[src/rtl/ceespu_fetch.sv]
// ---------------------------------------------------------------------------
// ceespu_fetch
//
// Instruction fetch stage sitting between the PC register and decode.
// Every cycle it samples the current PC, issues an in-order read to the
// instruction memory, tags each returning word with the PC it was fetched
// from and buffers the {pc, instruction} pair for decode. A credit scheme
// (in-flight requests + responses still to be thrown away + buffered
// entries) bounds the work outstanding to DEPTH; when no credit is left the
// PC register is told to hold. A taken branch flushes the buffer and marks
// every in-flight request as "discard on return".
//
// Ports
//   I_clk         clock, rising edge
//   I_rst         asynchronous reset, active high
//   I_pc          current PC from the PC register
//   I_branch      branch taken this cycle (PC loads the target next edge)
//   O_stall       PC register must not increment
//   O_imem_req    single-cycle read request
//   O_imem_addr   read address (I_pc while O_imem_req is high, else 0)
//   I_imem_valid  read data valid (in order, latency >= 1, no backpressure)
//   I_imem_data   read data
//   O_valid       buffer head holds an instruction
//   O_inst        head instruction
//   O_inst_pc     PC of the head instruction
//   I_ready       decode accepts the head (pop on O_valid & I_ready)
// ---------------------------------------------------------------------------
module ceespu_fetch #(
  parameter int DEPTH = 4
) (
  input  logic        I_clk,
  input  logic        I_rst,
  input  logic [13:0] I_pc,
  input  logic        I_branch,
  output logic        O_stall,
  output logic        O_imem_req,
  output logic [13:0] O_imem_addr,
  input  logic        I_imem_valid,
  input  logic [31:0] I_imem_data,
  output logic        O_valid,
  output logic [31:0] O_inst,
  output logic [13:0] O_inst_pc,
  input  logic        I_ready
);

  // Pointer width, count width (must hold DEPTH itself) and a credit-sum
  // width wide enough that adding three counts can never wrap.
  localparam int PW = (DEPTH > 1) ? $clog2(DEPTH) : 1;
  localparam int CW = $clog2(DEPTH + 1);
  localparam int UW = CW + 2;

  // Registered state
  logic          primed;
  logic [CW-1:0] inflight;
  logic [CW-1:0] discard;
  logic [CW-1:0] fifo_cnt;
  logic [PW-1:0] tag_rd;
  logic [PW-1:0] tag_wr;
  logic [PW-1:0] fifo_rd;
  logic [PW-1:0] fifo_wr;
  logic [13:0]   tag_mem  [DEPTH];
  logic [45:0]   fifo_mem [DEPTH];

  // Combinational decisions for this cycle
  logic [UW-1:0] used;
  logic          issue;
  logic          resp_drop;
  logic          resp_keep;
  logic          push;
  logic          pop;
  logic          fifo_nempty;

  // Circular pointer increment; DEPTH need not be a power of two.
  function automatic logic [PW-1:0] ptr_inc(input logic [PW-1:0] p);
    logic [PW-1:0] n;
    if (p == PW'(DEPTH - 1)) begin
      n = '0;
    end else begin
      n = p + 1'b1;
    end
    return n;
  endfunction

  // Credit accounting and per-cycle issue/response/pop decisions.
  // Credits come from registered counts only, so a pop this cycle frees
  // its credit one cycle later.
  always_comb begin
    used        = UW'(inflight) + UW'(discard) + UW'(fifo_cnt);
    issue       = primed & ~I_branch & ~I_rst & (used < UW'(DEPTH));
    resp_drop   = I_imem_valid & (discard != '0);
    resp_keep   = I_imem_valid & (discard == '0);
    // A kept response in a flush cycle consumes its tag but is not buffered.
    push        = resp_keep & ~I_branch;
    fifo_nempty = (fifo_cnt != '0);
    pop         = fifo_nempty & I_ready;
  end

  // Memory request and PC-hold outputs.
  always_comb begin
    O_stall    = primed & ~issue;
    O_imem_req = issue;
    if (issue) begin
      O_imem_addr = I_pc;
    end else begin
      O_imem_addr = 14'd0;
    end
  end

  // Decode-facing outputs straight from the buffer head; forced to zero
  // when empty so stale entries never show.
  always_comb begin
    O_valid = fifo_nempty;
    if (fifo_nempty) begin
      O_inst    = fifo_mem[fifo_rd][31:0];
      O_inst_pc = fifo_mem[fifo_rd][45:32];
    end else begin
      O_inst    = 32'd0;
      O_inst_pc = 14'd0;
    end
  end

  // Priming flag and the in-flight / discard credit counters.
  always_ff @(posedge I_clk or posedge I_rst) begin
    if (I_rst) begin
      primed   <= 1'b0;
      inflight <= '0;
      discard  <= '0;
    end else begin
      primed <= 1'b1;
      if (I_branch) begin
        // Everything still in flight becomes a response to throw away; a
        // response arriving right now is already out of the pipe.
        inflight <= '0;
        discard  <= discard - CW'(resp_drop) + inflight - CW'(resp_keep);
      end else begin
        inflight <= inflight + CW'(issue) - CW'(resp_keep);
        discard  <= discard - CW'(resp_drop);
      end
    end
  end

  // PC tag queue: one entry per outstanding kept request, in issue order.
  always_ff @(posedge I_clk or posedge I_rst) begin
    if (I_rst) begin
      tag_rd <= '0;
      tag_wr <= '0;
      for (int i = 0; i < DEPTH; i++) begin
        tag_mem[i] <= 14'd0;
      end
    end else if (I_branch) begin
      tag_rd <= '0;
      tag_wr <= '0;
    end else begin
      if (issue) begin
        tag_mem[tag_wr] <= I_pc;
        tag_wr          <= ptr_inc(tag_wr);
      end else begin
        tag_wr <= tag_wr;
      end
      if (resp_keep) begin
        tag_rd <= ptr_inc(tag_rd);
      end else begin
        tag_rd <= tag_rd;
      end
    end
  end

  // Output FIFO of {pc, instruction}; cleared on a branch after any pop
  // in the same cycle has been handed to decode.
  always_ff @(posedge I_clk or posedge I_rst) begin
    if (I_rst) begin
      fifo_rd  <= '0;
      fifo_wr  <= '0;
      fifo_cnt <= '0;
      for (int i = 0; i < DEPTH; i++) begin
        fifo_mem[i] <= 46'd0;
      end
    end else if (I_branch) begin
      fifo_rd  <= '0;
      fifo_wr  <= '0;
      fifo_cnt <= '0;
    end else begin
      if (push) begin
        fifo_mem[fifo_wr] <= {tag_mem[tag_rd], I_imem_data};
        fifo_wr           <= ptr_inc(fifo_wr);
      end else begin
        fifo_wr <= fifo_wr;
      end
      if (pop) begin
        fifo_rd <= ptr_inc(fifo_rd);
      end else begin
        fifo_rd <= fifo_rd;
      end
      fifo_cnt <= fifo_cnt + CW'(push) - CW'(pop);
    end
  end

endmodule

[config.mk]
export PLATFORM = sky130hd
export DESIGN_NAME = ceespu_fetch
export DESIGN_NICKNAME = d
export VERILOG_FILES = /design/src/rtl/ceespu_fetch.sv
export SDC_FILE = /design/constraint.sdc
export NUM_CORES = 1
export LEC_CHECK = 0
export CORE_MARGIN = 2
export CORE_UTILIZATION = 58
export DETAILED_ROUTE_END_ITERATION = 16
export PLACE_DENSITY = 0.87
export SYNTH_ARGS = -nofsm -noshare
export SYNTH_HDL_FRONTEND = slang
export SYNTH_SLANG_ARGS = --single-unit
[constraint.sdc]
create_clock -name I_clk -period 8.85 [get_ports I_clk]
set_input_delay 0.885 -clock I_clk [delete_from_list [all_inputs] [get_ports I_clk]]
set_output_delay 0.885 -clock I_clk [all_outputs]
set_load 0.05 [all_outputs]
---- Yosys cells after proc, flatten, opt, wreduce, memory -nomap -nowiden ----
Cells that the tools add are included.
Widths: inputs -> output; s select.
storage, ports and cells
  bits in registers ....................... 258
  bits of input ports ..................... 51
  output and inout port bits .............. 63
  word-level logic and storage cells ...... 96
cells by class
  add/subtract/negate cells ............... 13
  $lt $le $gt $ge ......................... 7
  equal/unequal tests ..................... 4
  muxes and demuxes ....................... 30
  bitwise operators ....................... 15
  reduce and logical (&&, ||, !) cells .... 11
operators by type and width
  operator             count
  $bwmux 184           1
  $mux 46              3
  $bmux 46 s2          1
  $demux 46 s2         1
  $mux 14              5
  $bwmux 56            1
  $mux 32              1
  $bmux 14 s2          1
  $demux 14 s2         1
  $mux 2               12
  $ge 3x3->1 const B   4
  $not 2->3            4
  $sub 3x1->3          4
  $mux 3               3
  $add 2x1->2 const B  4
  $and 1x1->1          8
  $eq 2x2->1 const B   4
  $reduce_bool 2->1    4
  $add 3x1->3          2
  $lt 3x1->1 const B   2
  $reduce_bool 3->1    2
  $add 4x3->5          1
  $lt 5x3->1 const B   1
  $add 3x3->4          1
  5 further kinds      9

---- Longest topological paths before layout ----
Gate-level depths: netlist (run 1).
  depth in word-level cells ............... 7
  gate-level depth with buffers ........... 13
  depth with buffers taken out ............ 12

---- Worst setup path after synthesis (run 1) ----
OpenSTA, ideal clock, no wires.
  path type ............................... reg-to-output
  from .................................... reg inflight[1]
  to ...................................... out O_imem_addr[10]
  data arrival time ....................... 3603 ps
  required time ........................... 7965 ps
  slack ................................... 4362 ps
  stages on the path, launching flop included .. 9
  buffers on the path ..................... 1
  path through ............................ dfrtp_1 -> inv_1 -> fa_1 -> nor2_1 -> fa_1 -> or4b_2 -> nor2_1 -> clkbuf_1 -> and2_1
between the ends
  word-level cells in the longest chain between the ends .. 5
ends and longest elaborated chain
  element                 line  RTL
  from (decl)             54    logic [CW-1:0] inflight;
  from (signal assigned)  136   inflight <= inflight + CW'(issue) - CW'(resp_keep);
  $add 3x3->4             88    used = UW'(inflight) + UW'(discard) + UW'(fifo_cnt);
  $add 4x3->5             88
  $lt 5x3->1              89    issue = primed & ~I_branch & ~I_rst & (used < UW'(DEPTH));
  $and 1x1->1             89
  net O_imem_req          36    output logic O_imem_req,
  $mux 14                 102   if (issue) begin
  to (decl)               37    output logic [13:0] O_imem_addr,
The timed path passes the listed nets, and every way through them passes these cells.

---- Final worst setup path (run 1) ----
  from .................................... reg inflight[1]
  to ...................................... out O_imem_addr[13]
between the ends
  word-level cells in the longest chain between the ends .. 5
ends and longest elaborated chain
  element      line
  $add 3x3->4  88
  $add 4x3->5  88
  $lt 5x3->1   89
  $and 1x1->1  89
  $mux 14      102
No other way between the ends.

==> results by group, run 1 <==
Synth
  • Post-synth ARST share: 1.00
  • Seq/Total Area, Yosys: 0.535
  • Yosys cell types: 33
  • Largest cells by area after synthesis: dfrtp_1 (53%), mux2_2 (23%), mux4_2 (11%)
  • Syn Nets: 857
  • Post-synth EDFFs: 0
  • Synth area leader: dfrtp_1
  • Primary FF master, synth: dfrtp_1
  • Synth Warn #: 0
  • #FFs+latches synth: 258
  • Top cell type's share of synthesized area: 0.535
  • Mapped cell area: 0.0121 mm^2
  • Syn avg cell area: 15.5 um^2
  • Mapped Cells: 780

Timing
  • Final setup viols: 0
  • Period utilization: 0.617
  • Slew HR: 0.340
  • RSZ-0062 raised after global routing: false
  • Slew @ Worst Pin: 0.990 ns
  • Minimum clock period: 5.46 ns
  • Final TNS setup: 0 ns
  • Slew Viols, Final: 0
  • Final setup margin: 3.39 ns
  • Hold_ws: 0.500 ns
  • Clock skew: 0.0209 ns
  • Max Freq: 0.183 GHz
  • Final Hold Fails: 0

Finish
  • Post-route cell area: 0.0142 mm^2
  • Util after Layout: 0.698
  • FF+latch area: 0.00646 mm^2
  • Footprint of the multi-input gates: 0.00524 mm^2
  • ANT cells: 0
  • Layout cells sized above 1: 0.405
  • Fin nets: 970
  • Filler Cell Count: 1376
  • Layout Area Growth over Synthesis: 17.7%

Pwr
  • Switching share of power: 0.342
  • Static Leak: 6.66 nW
  • Sequential Power Share: 0.375
  • Clock share of power: 0.252
  • Comb power frac: 0.373
  • Pwr dens: 299 mW/mm^2
  • Sw power: 1.45 mW
  • Internal power: 2.79 mW
  • VDD IR max: 0.197 mV

Flow run
  • Max-cap violations: 0

Global route
  • Largest net degree at the start of global routing: 114
  • Global-route wire length before repair: 37500 um
  • Tot GR Track Use: 0.214
  • Initial antenna violation count: 0
  • Grt ovf: 0
  • Vias in the first global route: 7197

Worst setup path
  • Crit Path Max Fanout: 19
  • Cell family with most CP delay: simple AND/OR/NAND/NOR gates
  • Worst path slowest cell: clkdlybuf4s50_1
  • WP data required: 7.97 ns
  • Critical Path AT: 4.58 ns
  • WP depth: 8
  • Crit path kind: flip-flop to output pin
  • Worst reg2reg path depth: 11
  • Crit path buf inv count: 2
  • Worst setup SP type: flip-flop
  • Largest stage delay, worst path: 0.80 ns
  • Crit-path cells: inv_1, fa_1, nor2_1, fa_1, or4b_2, nor2_1, and2_1, clkdlybuf4s50_1
  • Setup crit end kind: output pin

Routing
  • DRC viols: 0
  • Initial DRC Count: 223
  • Detailed Routing Iterations Pass 1: 4
  • Final wirelength: 22500 um
  • Via/cell ratio: 5.68
  • Antenna viol nets, final: 0
  • Total number of vias: 6718
  • DR WL/cell: 19.0 um

Clocking
  • CTS tree: yes
  • Worst-Skew Late Latency: 0.53 ns
  • Clk sinks: 258
  • Post-cts sizing count: 0
  • Setup Fix Bufs, Post-CTS: 0
  • CTS Buffer Depth: 3
  • Reg clk slew, reported paths: 0.06 ns
  • CTS Buf Count: 27
  • CTS H-tree depth: 1
  • Root Driver: clkbuf_16
  • CTS Hold Bufs: 0

Floorplan
  • Height of the die: 148 um
  • Initial Util: 0.593
  • # IOs: 114
  • Rows: 52
  • Core area: 0.0204 mm^2
  • Die Area: 0.0220 mm^2
  • Die span in x: 148 um

Placed design
  • Final GP Congestion: 0.749
  • HPWL after detailed placement: 13400 um
  • Post-DP Area: 0.0134 mm^2
  • Dpl ws: 3.90 ns
  • Port Buffers: 113

Outcome
  • Outcome: finished clean

Worst hold path
  • WHS Path Cells: 1
  • Hold crit path type: flip-flop to flip-flop
[sequential cells by signal, indices dropped and copies added, names as in the netlist]
register and count:
fifo_wr 2, fifo_cnt 3, tag_rd 2, tag_wr 2, fifo_rd 2, inflight 3
tag_mem 56, fifo_mem 184, discard 3, primed 1
[metrics by stage]
stage               cells  total power, mW
global placement     1134             3.16
floorplan             780             2.75
global route         1182             4.48
finish               1182             4.25
CTS                  1182             4.29
detailed placement   1134             3.21
[per-layer routing]
layer | wire (um) | GRT usage
met5 | 0 | 0
met4 | 344 | 0.0433
met3 | 881 | 0.0291
met2 | 11500 | 0.366
met1 | 9780 | 0.300
[final timing paths]
kind,startpoint,endpoint,slack (ns)
min in group asynchronous,I_rst,primed,0.96
max,inflight[1],O_imem_addr[13],3.39
min,fifo_mem[39],fifo_mem[39],0.50
max reg2reg,inflight[1],inflight[2],4.82
min reg2reg,fifo_mem[39],fifo_mem[39],0.50
max in group asynchronous,I_rst,fifo_rd[0],6.35
[cells in the final DEF, fill, tap and decap left out, types with 2 or more instances in the layout]
cell	instances
nand2_2	4
mux2_2	242
dfrtp_1	256
a21oi_1	7
fa_1	6
ha_1	20
xor2_1	4
nor2_1	13
buf_4	13
clkdlybuf4s50_1	113
nand2_1	12
and2_1	60
xnor2_1	5
nor3_1	3
clkbuf_8	8
clkinv_2	5
or3_1	2
inv_1	23
mux4_2	60
clkbuf_16	27
clkbuf_1	6
nor2b_1	6
[power by group through the flow]
stage / clock [mW] / combinational [mW] / sequential (mW)
floorplan: 0 / 1.24 / 1.52
global placement: 0 / 1.56 / 1.60
detailed placement: 0 / 1.60 / 1.61
CTS: 1.09 / 1.61 / 1.60
global route: 1.14 / 1.70 / 1.63
finish: 1.07 / 1.59 / 1.59
[Yosys cell counts (2+ instances only)]
cell,number
mux4_2,60
clkbuf_1,14
nor2_1,13
nor2b_1,6
nand2_2,4
or3_1,2
dfrtp_1,258
inv_1,24
a21oi_1,7
fa_1,6
nor3_1,3
xnor2_1,5
xor2_1,4
mux2_2,242
nand2_1,12
and2_1,60
buf_6,16
buf_2,10
ha_1,20
[final cells by class]
| type | instances | area share |
|---|---|---|
| multi-input combinational | 456 | 0.368 |
| tap | 270 | 0.0238 |
| timing repair buffer | 126 | 0.0864 |
| clock inverter | 7 | 0.00299 |
| sequential | 258 | 0.455 |
| clock buffer | 41 | 0.0569 |
| inverter | 24 | 0.00687 |
[kinds of logic (layout without fill, tap and decap cells)]
kind of cell,after synthesis,after routing,synth area share
compound gates,9,9,0.00456
buf+inv,66,198,0.0318
flops,258,258,0.535
xor+xnor,9,9,0.00653
simple gates,108,108,0.0532
mux,303,303,0.338
fa+ha+maj,26,26,0.0307
other cells,1,1,0.000310
[worst register-to-register path, delay by kind of cell (launching register included)]
family                     cells  cell delay, ns
xor gates and xnor gates       1            0.16
adders and majority gates      4            1.60
buffers and inverters          2            0.15
DFF                            1            0.41
and+or+nand+nor                4            1.59
(Power assumes the default switching activity.)
==> inputs of run 2 (changes only) <==
- CORE_UTILIZATION: 58 -> 52
- PLACE_DENSITY: 0.87 -> 0.82
- clock period: 8.85 -> 4.7 ns (I/O delays scaled with it)
==> results by group, run 2 (synthesized netlist as in run 1, its figures left out) <==
Finish
  • Largest regs: fifo_mem x184, tag_mem x56
  • Most common cell after layout, fill and taps aside: dfrtp_1
  • ANT cells: 0
  • Fin nets: 971
  • Util after Layout: 0.630
  • Layout Area Growth over Synthesis: 18.4%
  • Most frequent cells in the layout: dfrtp_1 (256), mux2_2 (242), clkdlybuf4s50_1 (98)
  • Layout cells sized above 1: 0.421
  • Final non-filler cell total: 1199
  • Post-route cell area: 0.0143 mm^2
  • Largest register FFs: 184
  • Biggest register: fifo_mem
  • Filler Cell Count: 1664

Clocking
  • CTS Hold Bufs: 0
  • Root Driver: clkbuf_16
  • CTS Buf Count: 27
  • Reg clk slew, reported paths: 0.06 ns
  • Clk sinks: 258
  • CTS H-tree depth: 1
  • Worst-Skew Late Latency: 0.52 ns
  • CTS tree: yes
  • CTS Buffer Depth: 3
  • Setup Fix Bufs, Post-CTS: 0
  • Post-cts sizing count: 0

Worst setup path
  • Crit Path Max Fanout: 19
  • Setup crit end kind: output pin
  • WP data required: 4.23 ns
  • Largest stage delay, worst path: 0.70 ns
  • Crit path kind: flip-flop to output pin
  • Worst path slowest cell: clkdlybuf4s50_1
  • Crit path buf inv count: 3
  • Cell family with most CP delay: buffers and inverters
  • Critical Path AT: 3.90 ns
  • Worst setup SP type: flip-flop
  • Crit-path cells: inv_1, fa_1, nor2_1, fa_1, or4b_2, nor2_1, buf_4, nor2b_1, clkdlybuf4s50_1

Global route
  • Tot GR Track Use: 0.196
  • Initial antenna violation count: 0
  • Global-route wire length before repair: 38000 um
  • Largest net degree at the start of global routing: 141
  • Vias in the first global route: 7292
  • Grt ovf: 0

Pwr
  • Sw power: 2.76 mW
  • VDD IR max: 0.285 mV
  • Sequential Power Share: 0.367
  • Tot Pwr: 8.22 mW
  • Clock share of power: 0.271
  • Internal power: 5.45 mW
  • Static Leak: 6.73 nW
  • Comb power frac: 0.362
  • Pwr dens: 574 mW/mm^2
  • Switching share of power: 0.336

Routing
  • Final wirelength: 23000 um
  • Initial DRC Count: 236
  • DRC viols: 0
  • Via/cell ratio: 5.60
  • Detailed Routing Iterations Pass 1: 4
  • Total number of vias: 6710
  • Antenna viol nets, final: 0
  • DR WL/cell: 19.2 um

Floorplan
  • Core area: 0.0227 mm^2
  • Rows: 55
  • Initial Util: 0.532
  • Die Area: 0.0245 mm^2
  • Height of the die: 156 um
  • # IOs: 114
  • Die span in x: 156 um

Timing
  • Final setup viols: 0
  • Hold_ws: 0.344 ns
  • Slew @ Worst Pin: 0.985 ns
  • Slew Viols, Final: 0
  • Final TNS setup: 0 ns
  • Slew HR: 0.343
  • Clock skew: 0.00487 ns
  • Final setup margin: 0.331 ns
  • Minimum clock period: 4.37 ns
  • Max Freq: 0.229 GHz
  • Period utilization: 0.930
  • Final Hold Fails: 0
  • RSZ-0062 raised after global routing: false

Placed design
  • Placed Instances: 1150
  • Dpl ws: 0.865 ns
  • Port Buffers: 113
  • Post-DP Area: 0.0134 mm^2
  • HPWL after detailed placement: 14300 um
  • Final GP Congestion: 0.715

Outcome
  • Outcome: finished clean

Worst hold path
  • Hold crit path type: input pin to asynchronous set/reset pin

Flow run
  • Max-cap violations: 0
-- run 2: worst paths after layout --
kind / to / depth (start not counted) / startpoint / slack [ns]
setup / recovery: O_stall / 9 / inflight[1] / 0.33
hold / removal: discard[1] / 2 / I_rst / 0.34
setup reg to reg: inflight[2] / 12 / inflight[1] / 1.17
hold reg to reg: fifo_mem[29] / 1 / fifo_mem[29] / 0.50
max in group asynchronous: fifo_rd[0] / 3 / I_rst / 3.32
min in group I_clk: fifo_mem[29] / 1 / fifo_mem[29] / 0.50
-- run 2: area by class of cell --
class,instances,area [um^2],share of cell area
well taps,285,357,0.0249
flip-flops and latches,258,6460,0.452
multi-input cells,456,5240,0.366
repair buffers,127,1220,0.0855
clock buffers,38,747,0.0522
clock inverters,11,183,0.0128
inverters,24,93.8,0.00656
-- run 2: power by group through the flow --
stage | registers, mW | clock network, mW | logic, mW
2_1_floorplan | 2.85 | 0 | 2.33
3_3_place_gp | 3.02 | 0 | 2.92
3_5_place_dp | 3.05 | 0 | 3.00
4_1_cts | 3.02 | 2.27 | 3.02
5_1_grt | 3.09 | 2.36 | 3.21
6_report | 3.01 | 2.23 | 2.98
-- run 2: layer usage --
layer,global-route usage,up-vias,part of all wire
met1,0.261,3523,0.44
met4,0.0441,0,0.018
met5,0,-,0
met2,0.348,110,0.51
met3,0.0260,32,0.031
li1,-,3045,-
